$ cat config.mk
export PLATFORM = sky130hd
export DESIGN_NAME = decoder_pipe
export DESIGN_NICKNAME = d
export VERILOG_FILES = /design/src/rtl/decoder_pkg.sv /design/src/rtl/decoder_stage.sv /design/src/rtl/decoder_pipe.sv
export SDC_FILE = /design/constraint.sdc
export NUM_CORES = 1
export LEC_CHECK = 0
export BUFFER_PORTS_ARGS = -buffer_cell sky130_fd_sc_hd__buf_2
export CORE_ASPECT_RATIO = 1.1
export CORE_MARGIN = 5
export CORE_UTILIZATION = 46
export DETAILED_ROUTE_END_ITERATION = 10
export PLACE_DENSITY = 0.82
export SYNTH_ARGS = -nofsm -noshare
export SYNTH_HDL_FRONTEND = slang
export SYNTH_SLANG_ARGS = --single-unit
export TNS_END_PERCENT = 30
$ cat constraint.sdc
create_clock -name clk -period 4.2 [get_ports clk]
set_input_delay 0.84 -clock clk [delete_from_list [all_inputs] [get_ports clk]]
set_output_delay 0.84 -clock clk [all_outputs]
set_load 0.05 [all_outputs]
$ cat src/rtl/decoder_pkg.sv
// Shared constants and the one-hot decode helper for the destination-index decoder pipeline.
package decoder_pkg;

  localparam int DEF_IN_W     = 5;
  localparam int DEF_ZERO_IDX = 31;
  // Widest index the decode helper supports; callers zero-extend and truncate to their width.
  localparam int MAX_IN_W     = 8;

  function automatic logic [2**MAX_IN_W-1:0] onehot_f(input logic [MAX_IN_W-1:0] idx,
                                                      input logic                mask);
    logic [2**MAX_IN_W-1:0] vec;
    vec = '0;
    if (!mask) vec[idx] = 1'b1;
    return vec;
  endfunction

endpackage

$ cat src/rtl/decoder_stage.sv
// One pipeline slot: captures {v, idx, en, masked} from its source whenever it is told to load.
module decoder_stage
  import decoder_pkg::*;
#(
  parameter int IN_W = DEF_IN_W
) (
  input  logic            clk,
  input  logic            reset_n,
  input  logic            i_load,
  input  logic            i_v,
  input  logic [IN_W-1:0] i_idx,
  input  logic            i_en,
  input  logic            i_masked,
  output logic            o_v,
  output logic [IN_W-1:0] o_idx,
  output logic            o_en,
  output logic            o_masked
);

  logic            r_v;
  logic [IN_W-1:0] r_idx;
  logic            r_en;
  logic            r_masked;

  // Loading from an invalid source leaves a bubble behind (v=0).
  always_ff @(posedge clk or negedge reset_n) begin
    if (!reset_n) begin
      r_v      <= 1'b0;
      r_idx    <= '0;
      r_en     <= 1'b0;
      r_masked <= 1'b0;
    end else if (i_load) begin
      r_v      <= i_v;
      r_idx    <= i_idx;
      r_en     <= i_en;
      r_masked <= i_masked;
    end
  end

  assign o_v      = r_v;
  assign o_idx    = r_idx;
  assign o_en     = r_en;
  assign o_masked = r_masked;

endmodule

$ cat src/rtl/decoder_pipe.sv
// Pipelined N-to-2^N one-hot decoder producing register-file write enables, with
// valid/ready back-pressure, bubble collapsing and optional hardwired-zero masking.
module decoder_pipe
  import decoder_pkg::*;
#(
  parameter int  IN_W      = DEF_IN_W,
  parameter int  STAGES    = 2,
  parameter bit  MASK_ZERO = 1'b1,
  parameter int  ZERO_IDX  = DEF_ZERO_IDX,
  localparam int CNT_W     = $clog2(STAGES + 1),
  localparam int OUT_W     = 2**IN_W
) (
  input  logic             clk,
  input  logic             reset_n,
  input  logic             in_valid,
  output logic             in_ready,
  input  logic [IN_W-1:0]  in_idx,
  input  logic             in_en,
  output logic             out_valid,
  input  logic             out_ready,
  output logic [OUT_W-1:0] out_onehot,
  output logic [IN_W-1:0]  out_idx,
  output logic             out_masked,
  output logic [CNT_W-1:0] count
);

  typedef struct packed {
    logic            v;
    logic [IN_W-1:0] idx;
    logic            en;
    logic            masked;
  } stage_t;

  logic [STAGES-1:0] w_srcV;
  logic [STAGES-1:0] w_srcEn;
  logic [STAGES-1:0] w_srcMasked;
  logic [IN_W-1:0]   w_srcIdx [STAGES];
  logic [STAGES-1:0] w_v;
  logic [STAGES-1:0] w_en;
  logic [STAGES-1:0] w_masked;
  logic [IN_W-1:0]   w_idx [STAGES];
  logic [STAGES-1:0] w_rdy;
  logic              w_inMasked;
  logic              w_accept;
  logic              w_transfer;
  stage_t            w_last;
  logic [CNT_W-1:0]  r_count;

  assign w_inMasked = !in_en || (MASK_ZERO && (in_idx == IN_W'(ZERO_IDX)));

  // A stage may load if it or any stage below it is empty, or the output drains this cycle.
  always_comb begin
    logic w_allValid;
    w_rdy = '0;
    for (int k = 0; k < STAGES; k++) begin
      w_allValid = 1'b1;
      for (int j = k; j < STAGES; j++) w_allValid = w_allValid & w_v[j];
      w_rdy[k] = !w_allValid || out_ready;
    end
  end

  for (genvar k = 0; k < STAGES; k++) begin : g_stage
    if (k == 0) begin : g_head
      assign w_srcV[k]      = in_valid;
      assign w_srcIdx[k]    = in_idx;
      assign w_srcEn[k]     = in_en;
      assign w_srcMasked[k] = w_inMasked;
    end else begin : g_link
      assign w_srcV[k]      = w_v[k-1];
      assign w_srcIdx[k]    = w_idx[k-1];
      assign w_srcEn[k]     = w_en[k-1];
      assign w_srcMasked[k] = w_masked[k-1];
    end

    decoder_stage #(.IN_W(IN_W)) u_stage (
      .clk      (clk),
      .reset_n  (reset_n),
      .i_load   (w_rdy[k]),
      .i_v      (w_srcV[k]),
      .i_idx    (w_srcIdx[k]),
      .i_en     (w_srcEn[k]),
      .i_masked (w_srcMasked[k]),
      .o_v      (w_v[k]),
      .o_idx    (w_idx[k]),
      .o_en     (w_en[k]),
      .o_masked (w_masked[k])
    );
  end

  assign w_last = '{v: w_v[STAGES-1], idx: w_idx[STAGES-1],
                    en: w_en[STAGES-1], masked: w_masked[STAGES-1]};

  assign in_ready   = w_rdy[0] && reset_n;
  assign w_accept   = in_valid && in_ready;
  assign w_transfer = w_last.v && out_ready;

  // Occupancy moves only when exactly one of accept/transfer happens.
  always_ff @(posedge clk or negedge reset_n) begin
    if (!reset_n) begin
      r_count <= '0;
    end else begin
      case ({w_accept, w_transfer})
        2'b10:   r_count <= r_count + CNT_W'(1);
        2'b01:   r_count <= r_count - CNT_W'(1);
        default: r_count <= r_count;
      endcase
    end
  end

  assign count      = r_count;
  assign out_valid  = w_last.v;
  assign out_idx    = w_last.idx;
  assign out_masked = w_last.v && w_last.masked;
  assign out_onehot = OUT_W'(onehot_f(MAX_IN_W'(w_last.idx),
                                      !w_last.v || w_last.masked || !w_last.en));

endmodule

---- After elaboration in Yosys (flattened, before gate mapping) ----
Index checks and enable logic that the tools add are counted.
operators by class
  add/subtract/negate cells ............... 2
  $lt $le $gt $ge ......................... 2
  eq/ne operators ......................... 3
  multiplexer cells ....................... 4
  bitwise gates (word level) .............. 1
  reduce and logical (&&, ||, !) cells .... 15
operators with widths
  operator                                                                             number
  32-bit 2-to-1 mux                                                                    1
  5-bit by 9-bit < comparator with 1-bit output, second input constant                 1
  1-bit demux with 5-bit select                                                        1
  5-bit equality test, second input constant                                           1
  5-bit by 1-bit greater-or-equal comparator with 1-bit output, second input constant  1
  1-bit logical AND                                                                    5
  1-bit logical OR                                                                     5
  1-bit zero test                                                                      4
  2-bit one-hot mux with 2 select lines                                                1
  2-bit by 1-bit adder with 2-bit output, second input constant                        1
  2-bit by 1-bit equality test with 1-bit output, second input constant                1
  2-bit equality test, second input constant                                           1
  2-bit nonzero test                                                                   1
  2-bit by 1-bit subtractor with 2-bit output, second input constant                   1
  1-bit bitwise AND                                                                    1
  1-bit 2-to-1 mux                                                                     1
storage, ports and cells
  register bits ........................... 18
  bits of input ports ..................... 10
  output and inout bits ................... 42
  logic and storage cells ................. 36

---- Depth between registers and ports, before layout ----
Gate-level depths: netlist of run 1.
  word-level depth ........................ 7
  depth in mapped cells ................... 7
  depth with buffers taken out ............ 7

---- By module ----
Synthesis of run 1 repeated with hierarchy kept, for this count alone.
unflattened totals
  cells, all modules ...................... 98
  area, all modules ....................... 1029.7 µm²
by module, submodules not included
  module         times used  cells each  area an instance (µm²)  sequential area each (µm²)
  decoder_stage  2           17          331.6                   200.2
  decoder_pipe   1           64          366.6                   50.0

---- Worst setup path before layout of run 1 ----
No wires, ideal clock.
  path kind ............................... register -> output
  start point ............................. register g_stage[1].u_stage.r_v
  end point ............................... output port out_onehot[13]
  data arrival time ....................... 2.090 ns
  data required time ...................... 3.360 ns
  path slack .............................. 1.270 ns
  stages on the path, launching flop included .. 5
  buffers on the path ..................... 1
  cell sequence ........................... dfrtp_1 > nand2_1 > or4b_1 > buf_2 > nor2_1
on the way
  longest elaborated chain between the ends .. 4
RTL lines
  element                        line                 text
  from (decl)                    decoder_stage.sv:20  logic r_v;
  from (signal assigned)         decoder_stage.sv:33  r_v <= i_v;
  1-bit zero test                decoder_pipe.sv:115  !w_last.v || w_last.masked || !w_last.en));
  1-bit logical OR (2 in a row)  decoder_pipe.sv:115
  32-bit 2-to-1 mux              decoder_pkg.sv:13    if (!mask) vec[idx] = 1'b1;
  to (decl)                      decoder_pipe.sv:21   output logic [OUT_W-1:0] out_onehot,
Every way passes these cells.

---- Worst setup path after layout of run 1 ----
  start point ............................. register g_stage[1].u_stage.r_v
  end point ............................... output port out_onehot[9]
Same word-level chain as after synthesis.

==> results of run 1 <==
state kept, by name (all words and copies together), names as in the netlist:
name,count
count,2
g_stage.u_stage.o_en,2
g_stage.u_stage.o_idx,10
g_stage.u_stage.o_masked,2
g_stage.u_stage.o_v,2
stage by stage:
stage / cell area (um^2) / total power, mW / setup WS (ps) / util (%) / instances
after floorplan: 952 / 0.387 / 1270 / - / 99
after global placement: 1220 / 0.430 / 1570 / 61.1 / 173
after detailed placement: 1220 / 0.437 / 1530 / 61.1 / 173
after CTS: 1240 / 0.518 / 1460 / 62.2 / 176
after global routing: 1240 / 0.544 / 1320 / 62.2 / 176
final: 1240 / 0.512 / 1460 / 62.2 / 176
layer usage:
| layer | vias to the layer above | global-route usage [%] | routed length [um] |
|---|---|---|---|
| met5 | - | 0 | 0 |
| met4 | 0 | 5.47 | 29 |
| met3 | 4 | 2.57 | 212 |
| met2 | 40 | 29.1 | 1110 |
| met1 | 411 | 19.5 | 955 |
| li1 | 433 | - | - |
cell families after synthesis:
| group | after synthesis | share of synthesized area [%] |
|---|---|---|
| AO/OA/AOI/OAI | 1 | 0.657 |
| XOR/XNOR | 3 | 2.76 |
| adder cells (fa/ha/maj) | 1 | 1.31 |
| buffers and inverters | 5 | 2.23 |
| flip-flops | 18 | 47.3 |
| multiplexers | 13 | 15.4 |
| AND/OR/NAND/NOR | 58 | 30.4 |
final timing paths:
kind / end / slack (ps)
max: out_onehot[9] / 1460
min: count[1]$_DFFE_PN0P_ / 470
max reg2reg: count[1]$_DFFE_PN0P_ / 2420
min reg2reg: count[1]$_DFFE_PN0P_ / 470
max in group asynchronous: g_stage[1].u_stage.o_idx[3]$_DFFE_PN0P_ / 3430
min in group asynchronous: count[1]$_DFFE_PN0P_ / 480
power by group through the flow:
stage / combinational (mW) / clock, mW / sequential, mW
finish: 0.200 / 0.0778 / 0.234
global route: 0.215 / 0.0896 / 0.240
CTS: 0.202 / 0.0810 / 0.234
detailed placement: 0.200 / 0 / 0.237
global placement: 0.196 / 0 / 0.235
floorplan: 0.0913 / 0 / 0.296
cell usage in the layout (no fill, tap or decap), types with 3 or more instances in the layout:
cell type / Yosys / final
dfrtp_1: 18 / 18
clkbuf_4: 0 / 3
and2_1: 3 / 3
nand2_1: 3 / 3
nand2b_1: 3 / 3
nand3b_1: 4 / 4
mux2_2: 13 / 13
buf_2: 2 / 51
nor2_1: 35 / 35
cell type report:
class	instances	area (um^2)	share of cell area, %
clock buffer	3	22.5	1.81
multi-input combinational	76	480	38.6
sequential	18	450	36.2
tap	28	35.0	2.82
timing repair buffer	51	255	20.5
==> flow_metrics.tcl, run 1 <==
set metrics [dict create \
    initial_core_util_pct 47.6 \
    antenna_found_initial 0 \
    cpLargestDelayFamily "simple AND/OR/NAND/NOR gates" \
    internal-power_mw 0.296 \
    finalWirelength_um 2310 \
    post-synth-top-area-fraction_pct 47.3 \
    final_nets 161 \
    max_stage_delay_ps 650 \
    synthMostInstantiatedCell "nor2_1" \
    cp.required_ps 3360 \
    max_freq_mhz 364 \
    timing.hold.worst.start "count[1]$_DFFE_PN0P_" \
    crit_chain "nand2_1 > or4b_1 > nor2_1 > buf_2" \
    layout_worst_path_cycle_share_pct 65.4 \
    core_region_area_mm2 0.00200 \
    setup_violations 0 \
    p_seq_share_pct 45.7 \
    grt.overflow.total 0 \
    wire_per_inst_um 13.1 \
    synthFlopType "dfrtp_1" \
    worst_hold_path_type "flip-flop to flip-flop" \
    numPortBuffers 51 \
    leakage_nw 0.622 \
    firstDrtPassIters 4 \
    timing.final.crit_period_ps 2740 \
    avgViaCountPerCell 5.05 \
    synth_top_cells_by_count "nor2_1 (35), dfrtp_1 (18), mux2_2 (13)" \
    grt_setup_unrepaired "false" \
    max_slew.worst_pin.slew_ps 406 \
    synthCells 99 \
    cts_tree "done" \
    p_switching_mw 0.216 \
    row_count 17 \
    synthArstFlopShare_pct 100 \
    clockPowerShare_pct 15.2 \
    place_congestion 0.733 \
    hold_viol 0 \
    final_antenna_net_count 0 \
    comb_power_share_pct 39.1 \
    fin_worst_skew_ps 5.94 \
    critPathCaptureType "output port" \
    fill_cells 184 \
    worst-r2r-cell-count 7 \
    yosysWarningCount 0 \
    cts.sink_count 18 \
    postSynthRegisterBits 18 \
    worstSetupStartpointType "flip-flop" \
    relSlewSlack_pct 72.8 \
    final.hold.worst_slack_ps 471 \
    dp.final_hpwl_um 1840 \
    postSynthNetCount 110 \
    cts-root-buf "clkbuf_4" \
    post-cts-setup-buffers 0 \
    final.setup.tns_ps 0 \
    grt_first_pass_wirelength_um 3860 \
    grt_max_degree 20 \
    routed-via-count 888 \
    postSynthAreaPerCell_um2 9.62 \
    setup.worst_path.class "flip-flop to output port" \
    groute.usage.overall_pct 16.3 \
    cts-resized-gates 0 \
    switching_share_pct 42.1 \
    tritoncts.num_buffers 3 \
    cts_buffer_depth 2 \
    design.die.area_mm2 0.00308 \
    critPathMaxFanout 8 \
    worstSkewPairLatency_ps 280 \
    worst_ep_arrival_time_ps 1900 \
    area_delta_synth_final_pct 30.6 \
    ios 52 \
    antenna_cells_inserted 0 \
    detail_route.drc_violations 0 \
    first_global_vias 836 \
    die-height_um 57.7 \
    synth.largest_area_cell "dfrtp_1" \
    cpMaxStageDelayCell "or4b_1" \
    critPathBufInv 1 \
    postCtsHoldBufs 0 \
    rr_startpoint "g_stage[1].u_stage.o_v$_DFFE_PN0P_" \
    synth.yosys.seq_area_share_pct 47.3 \
    startpoint "g_stage[1].u_stage.o_v$_DFFE_PN0P_" \
    die_w_um 53.4 \
    clkSlewWorstSetupHoldPaths_ps 90 \
    cts_htree_levels 1 \
    drive_above_1_share_pct 46.6 \
    synth_enable_flop_cells 0 \
    run_status "complete, no violations" \
    power-per-cell-area_mw_per_mm2 412 \
    synth_area_um2 952 \
    drtIter0Drc 8 \
    synth.area.top_cells "dfrtp_1 (47%), mux2_2 (15%), nor2_1 (14%), nand3b_1 (3.2%), or4b_1 (2.1%)" \
    hold_depth 1 \
    post_synth_num_cell_types 20 \
    drv_cap 0 \
    timing.critical_path.depth 4 \
    maxSlewViolCount 0 \
    vdd_ir_drop_max_mv 0.402 \
]
No activity file was read; power rests on OpenSTA's default activity.
==> inputs of run 2 (changes only) <==
CORE_UTILIZATION = 43   (was 46)
PLACE_DENSITY = 0.78   (was 0.82)
clock period = 2.7 ns   (was 4.2 ns; I/O delays follow)
==> run 2 against run 1 <==
Against the previous run:
- cell area grew 1.1%
- setup slack got worse by 1200 ps
- sequential share of layout area fell by 0.40 points
- wire length down 6.2%
- clock skew shrank 2.7 ps
- critical path type unchanged
- sequential power grew 55%
- highest routed layer unchanged
- power is 62% higher
==> flow_metrics.tcl, run 2 (synthesized netlist as in run 1, its figures left out) <==
set metrics [dict create \
    run_status "complete, no violations" \
    comb_power_share_pct 37.0 \
    ios 52 \
    final_antenna_net_count 0 \
    antenna_cells_inserted 0 \
    final_nets 161 \
    max_slew.worst_pin.slew_ps 426 \
    drv_cap 0 \
    power-per-cell-area_mw_per_mm2 662 \
    p_seq_share_pct 43.6 \
    layout_worst_path_cycle_share_pct 89.4 \
    leakage_nw 0.629 \
    core_region_area_mm2 0.00206 \
    switching_share_pct 40.9 \
    cts_htree_levels 1 \
    tritoncts.num_buffers 3 \
    avgViaCountPerCell 5.07 \
    cts-resized-gates 0 \
    final_common_cell "buf_2" \
    row_count 17 \
    worst_ep_arrival_time_ps 1870 \
    vdd_ir_drop_max_mv 0.733 \
    internal-power_mw 0.491 \
    rr_startpoint "g_stage[1].u_stage.o_v$_DFFE_PN0P_" \
    cts.sink_count 18 \
    wl_met3_um 250 \
    detail_route.drc_violations 0 \
    clkSlewWorstSetupHoldPaths_ps 100 \
    worstSetupStartpointType "flip-flop" \
    max_freq_mhz 414 \
    layout.cells.most_common_list "buf_2 (51), nor2_1 (35), dfrtp_1 (18)" \
    setup_violations 0 \
    route.top_layer_used "met4" \
    grt_first_pass_wirelength_um 3290 \
    wl_met2_um 941 \
    cp.required_ps 2160 \
    maxSlewViolCount 0 \
    drive_above_1_share_pct 47.0 \
    final_cell_count_no_fill 177 \
    cts_buffer_depth 2 \
    post-cts-setup-buffers 0 \
    routed-via-count 898 \
    fin_worst_skew_ps 3.25 \
    number_of_flip_flops_under_the_largest_register_name 10 \
    finalWirelength_um 2170 \
    final.setup.tns_ps 0 \
    timing.rr.end "count[1]$_DFFE_PN0P_" \
    dp_slack_ps 603 \
    p_total_mw 0.832 \
    area_delta_synth_final_pct 32.1 \
    cts-root-buf "clkbuf_4" \
    clockPowerShare_pct 19.3 \
    design.die.area_mm2 0.00326 \
    worstSkewPairLatency_ps 290 \
    dpl.cell_count 173 \
    die_w_um 54.9 \
    worst_hold_path_type "input pin to asynchronous set/reset pin" \
    postCtsHoldBufs 0 \
    final.hold.worst_slack_ps 163 \
    setup.worst_path.class "flip-flop to output port" \
    hold_viol 0 \
    relSlewSlack_pct 71.5 \
    cts_tree "done" \
    routed_met1_length_um 952 \
    groute.usage.overall_pct 13.2 \
    place_congestion 0.713 \
    grt_setup_unrepaired "false" \
    wire_per_inst_um 12.2 \
    antenna_found_initial 0 \
    first_global_vias 753 \
    final.setup.worst_slack_ps 286 \
    grt.overflow.total 0 \
    critPathMaxFanout 8 \
    drtIter0Drc 12 \
    final_area_mm2 0.00126 \
    critPathCaptureType "output port" \
    numPortBuffers 51 \
    grt_max_degree 20 \
    utilization_pct 60.9 \
    p_switching_mw 0.341 \
    firstDrtPassIters 4 \
    timing.final.crit_period_ps 2410 \
    placed_area_mm2 0.00122 \
    worst-r2r-setup-slack_ps 980 \
    startpoint "g_stage[1].u_stage.o_v$_DFFE_PN0P_" \
    fill_cells 187 \
    initial_core_util_pct 46.1 \
    die-height_um 59.4 \
    worst-r2r-cell-count 6 \
    dp.final_hpwl_um 1720 \
]
[run 2: changes by cell type in the layout (fill, tap and decap cells not counted)]
cell,change
clkbuf_8,+1
[run 2: power by group through the flow]
stage | logic (mW) | clock network [mW] | registers [mW]
6_report | 0.308 | 0.161 | 0.363
3_3_place_gp | 0.306 | 0 | 0.365
2_1_floorplan | 0.142 | 0 | 0.460
5_1_grt | 0.329 | 0.173 | 0.373
3_5_place_dp | 0.309 | 0 | 0.368
4_1_cts | 0.310 | 0.166 | 0.363
[run 2: per-layer routing]
metal / global-route usage [%] / vias up
met5: 0 / -
met3: 2.02 / 2
li1: - / 432
met4: 3.20 / 0
met2: 22.6 / 45
met1: 17.1 / 419
[run 2: worst max path at each step]
| stage | endpoint | depth (start not counted) |
|---|---|---|
| 6_report | out_onehot[9] | 4 |
| 2_1_floorplan | out_onehot[13] | 4 |
| 3_5_place_dp | out_onehot[9] | 4 |
| 4_1_cts | out_onehot[9] | 4 |
| 5_1_grt | out_onehot[17] | 4 |
| 3_3_place_gp | out_onehot[22] | 4 |
[run 2: cell type report]
class / count / area (um^2) / area share (%)
Multi-Input combinational cell: 76 / 480 / 38.2
Sequential cell: 18 / 450 / 35.8
Timing Repair Buffer: 51 / 255 / 20.3
Clock buffer: 4 / 36.3 / 2.89
Tap cell: 28 / 35.0 / 2.79
[run 2: worst max-delay path: stages, from the launching register on]
cell,delay [ps]
dfrtp_1,420
nand2_1,100
or4b_1,640
nor2_1,160
buf_2,270
==> inputs of run 3 (changes only) <==
REMOVE_ABC_BUFFERS = 1   (was not set)
==> run 3 against run 2 <==
Against the previous run:
- clock power hardly changed
- sequential power hardly changed
- final cell count stayed put
- utilization stayed put
- power hardly changed
- non-clock buffer count stayed put
- critical path depth stayed put
- via count is 2.2% lower
- critical endpoint is now out_onehot[5]
- largest cell class unchanged
- highest routed layer unchanged
==> flow_metrics.tcl, run 3 (synthesized netlist as in run 1, its figures left out) <==
set metrics [dict create \
    run_status "complete, no violations" \
    row_count 17 \
    place_congestion 0.693 \
    die_w_um 54.9 \
    dpl.cell_count 173 \
    worstSkewPairLatency_ps 280 \
    tritoncts.num_buffers 3 \
    final.setup.worst_slack_ps 270 \
    final.setup.tns_ps 0 \
    cts-resized-gates 0 \
    critPathBufInv 1 \
    drive_above_1_share_pct 47.0 \
    worst-r2r-cell-count 6 \
    hold_viol 0 \
    grt.overflow.total 0 \
    timing.final.crit_period_ps 2430 \
    p_total_mw 0.833 \
    antenna_cells_inserted 0 \
    relSlewSlack_pct 72.4 \
    design.die.area_mm2 0.00326 \
    ios 52 \
    cts_tree "done" \
    max_slew.worst_pin.slew_ps 413 \
    groute.usage.overall_pct 14.8 \
    rr_startpoint "g_stage[1].u_stage.o_v$_DFFE_PN0P_" \
    cpMaxStageDelayCell "or4b_1" \
    number_of_flip_flops_under_the_largest_register_name 10 \
    cts-root-buf "clkbuf_4" \
    leakage_nw 0.629 \
    max_stage_delay_ps 630 \
    fill_cells 184 \
    crit_chain "nand2_1 > or4b_1 > nor2_1 > buf_2" \
    max_freq_mhz 412 \
    final.hold.worst_slack_ps 171 \
    critPathCaptureType "output port" \
    wire_per_inst_um 13.1 \
    placed_area_mm2 0.00122 \
    avgViaCountPerCell 4.96 \
    utilization_pct 60.9 \
    firstDrtPassIters 4 \
    postCtsHoldBufs 0 \
    final_cell_count_no_fill 177 \
    area_delta_synth_final_pct 32.1 \
    post-cts-setup-buffers 0 \
    fin_worst_skew_ps 1.04 \
    cts.sink_count 18 \
    first_global_vias 780 \
    layer_with_the_highest_usage_after_global_routing "met2" \
    layout.cells.most_common_list "buf_2 (51), nor2_1 (35), dfrtp_1 (18)" \
    cts_htree_levels 1 \
    numPortBuffers 51 \
    die-height_um 59.4 \
    detail_route.drc_violations 0 \
    global_route.usage.met3_pct 2.02 \
    routed-via-count 878 \
    worst_hold_path_type "input pin to asynchronous set/reset pin" \
    cts_buffer_depth 2 \
    drtIter0Drc 14 \
    power-per-cell-area_mw_per_mm2 662 \
    grt_setup_unrepaired "false" \
    grt_max_degree 20 \
    drv_cap 0 \
    final_antenna_net_count 0 \
    initial_core_util_pct 46.1 \
    cpLargestDelayFamily "simple AND/OR/NAND/NOR gates" \
    final_common_cell "buf_2" \
    finalWirelength_um 2320 \
    setup_violations 0 \
    timing.rr.end "count[1]$_DFFE_PN0P_" \
    cp.required_ps 2160 \
    critPathMaxFanout 8 \
    use_met2_pct 24.5 \
    layout_worst_path_cycle_share_pct 90.0 \
    worstSetupStartpointType "flip-flop" \
    final_nets 161 \
    antenna_found_initial 0 \
    setup.worst_path.class "flip-flop to output port" \
    maxSlewViolCount 0 \
    vdd_ir_drop_max_mv 0.446 \
    final_area_mm2 0.00126 \
    worst_ep_arrival_time_ps 1890 \
    clkSlewWorstSetupHoldPaths_ps 100 \
    dp_slack_ps 586 \
    dp.final_hpwl_um 1900 \
    worst-r2r-setup-slack_ps 950 \
    grt_first_pass_wirelength_um 3570 \
    grtUsageMet1_pct 18.7 \
    core_region_area_mm2 0.00206 \
]
[run 3: worst max-delay path by stage]
stage / slack, ps / depth (start not counted) / end / from
after global routing: 110 / 4 / out_onehot[18] / g_stage[1].u_stage.o_v$_DFFE_PN0P_
after floorplan: 60 / 3 / out_onehot[10] / g_stage[1].u_stage.o_v$_DFFE_PN0P_
final: 270 / 4 / out_onehot[5] / g_stage[1].u_stage.o_v$_DFFE_PN0P_
after CTS: 250 / 4 / out_onehot[5] / g_stage[1].u_stage.o_v$_DFFE_PN0P_
after detailed placement: 590 / 4 / out_onehot[5] / g_stage[1].u_stage.o_v$_DFFE_PN0P_
after global placement: 630 / 4 / out_onehot[29] / g_stage[1].u_stage.o_v$_DFFE_PN0P_
[run 3: metal layers]
layer	wire length, um	vias up
met2	1070	47
met4	12	0
met5	0	-
li1	-	437
met3	246	2
met1	989	392
[run 3: final cells by class]
cell class / count / area [um^2] / share of cell area (%)
clock buffers: 4 / 36.3 / 2.89
repair buffers: 51 / 255 / 20.3
flip-flops and latches: 18 / 450 / 35.8
well taps: 28 / 35.0 / 2.79
multi-input cells: 76 / 480 / 38.2
[run 3: power breakdown]
group	switching, mW	total, mW	internal (mW)	leakage (nW)
Sequential	0.0479	0.363	0.315	0.207
Clock	0.0783	0.160	0.0821	0.0210
Combinational	0.215	0.309	0.0942	0.401
Total	0.341	0.833	0.491	0.629
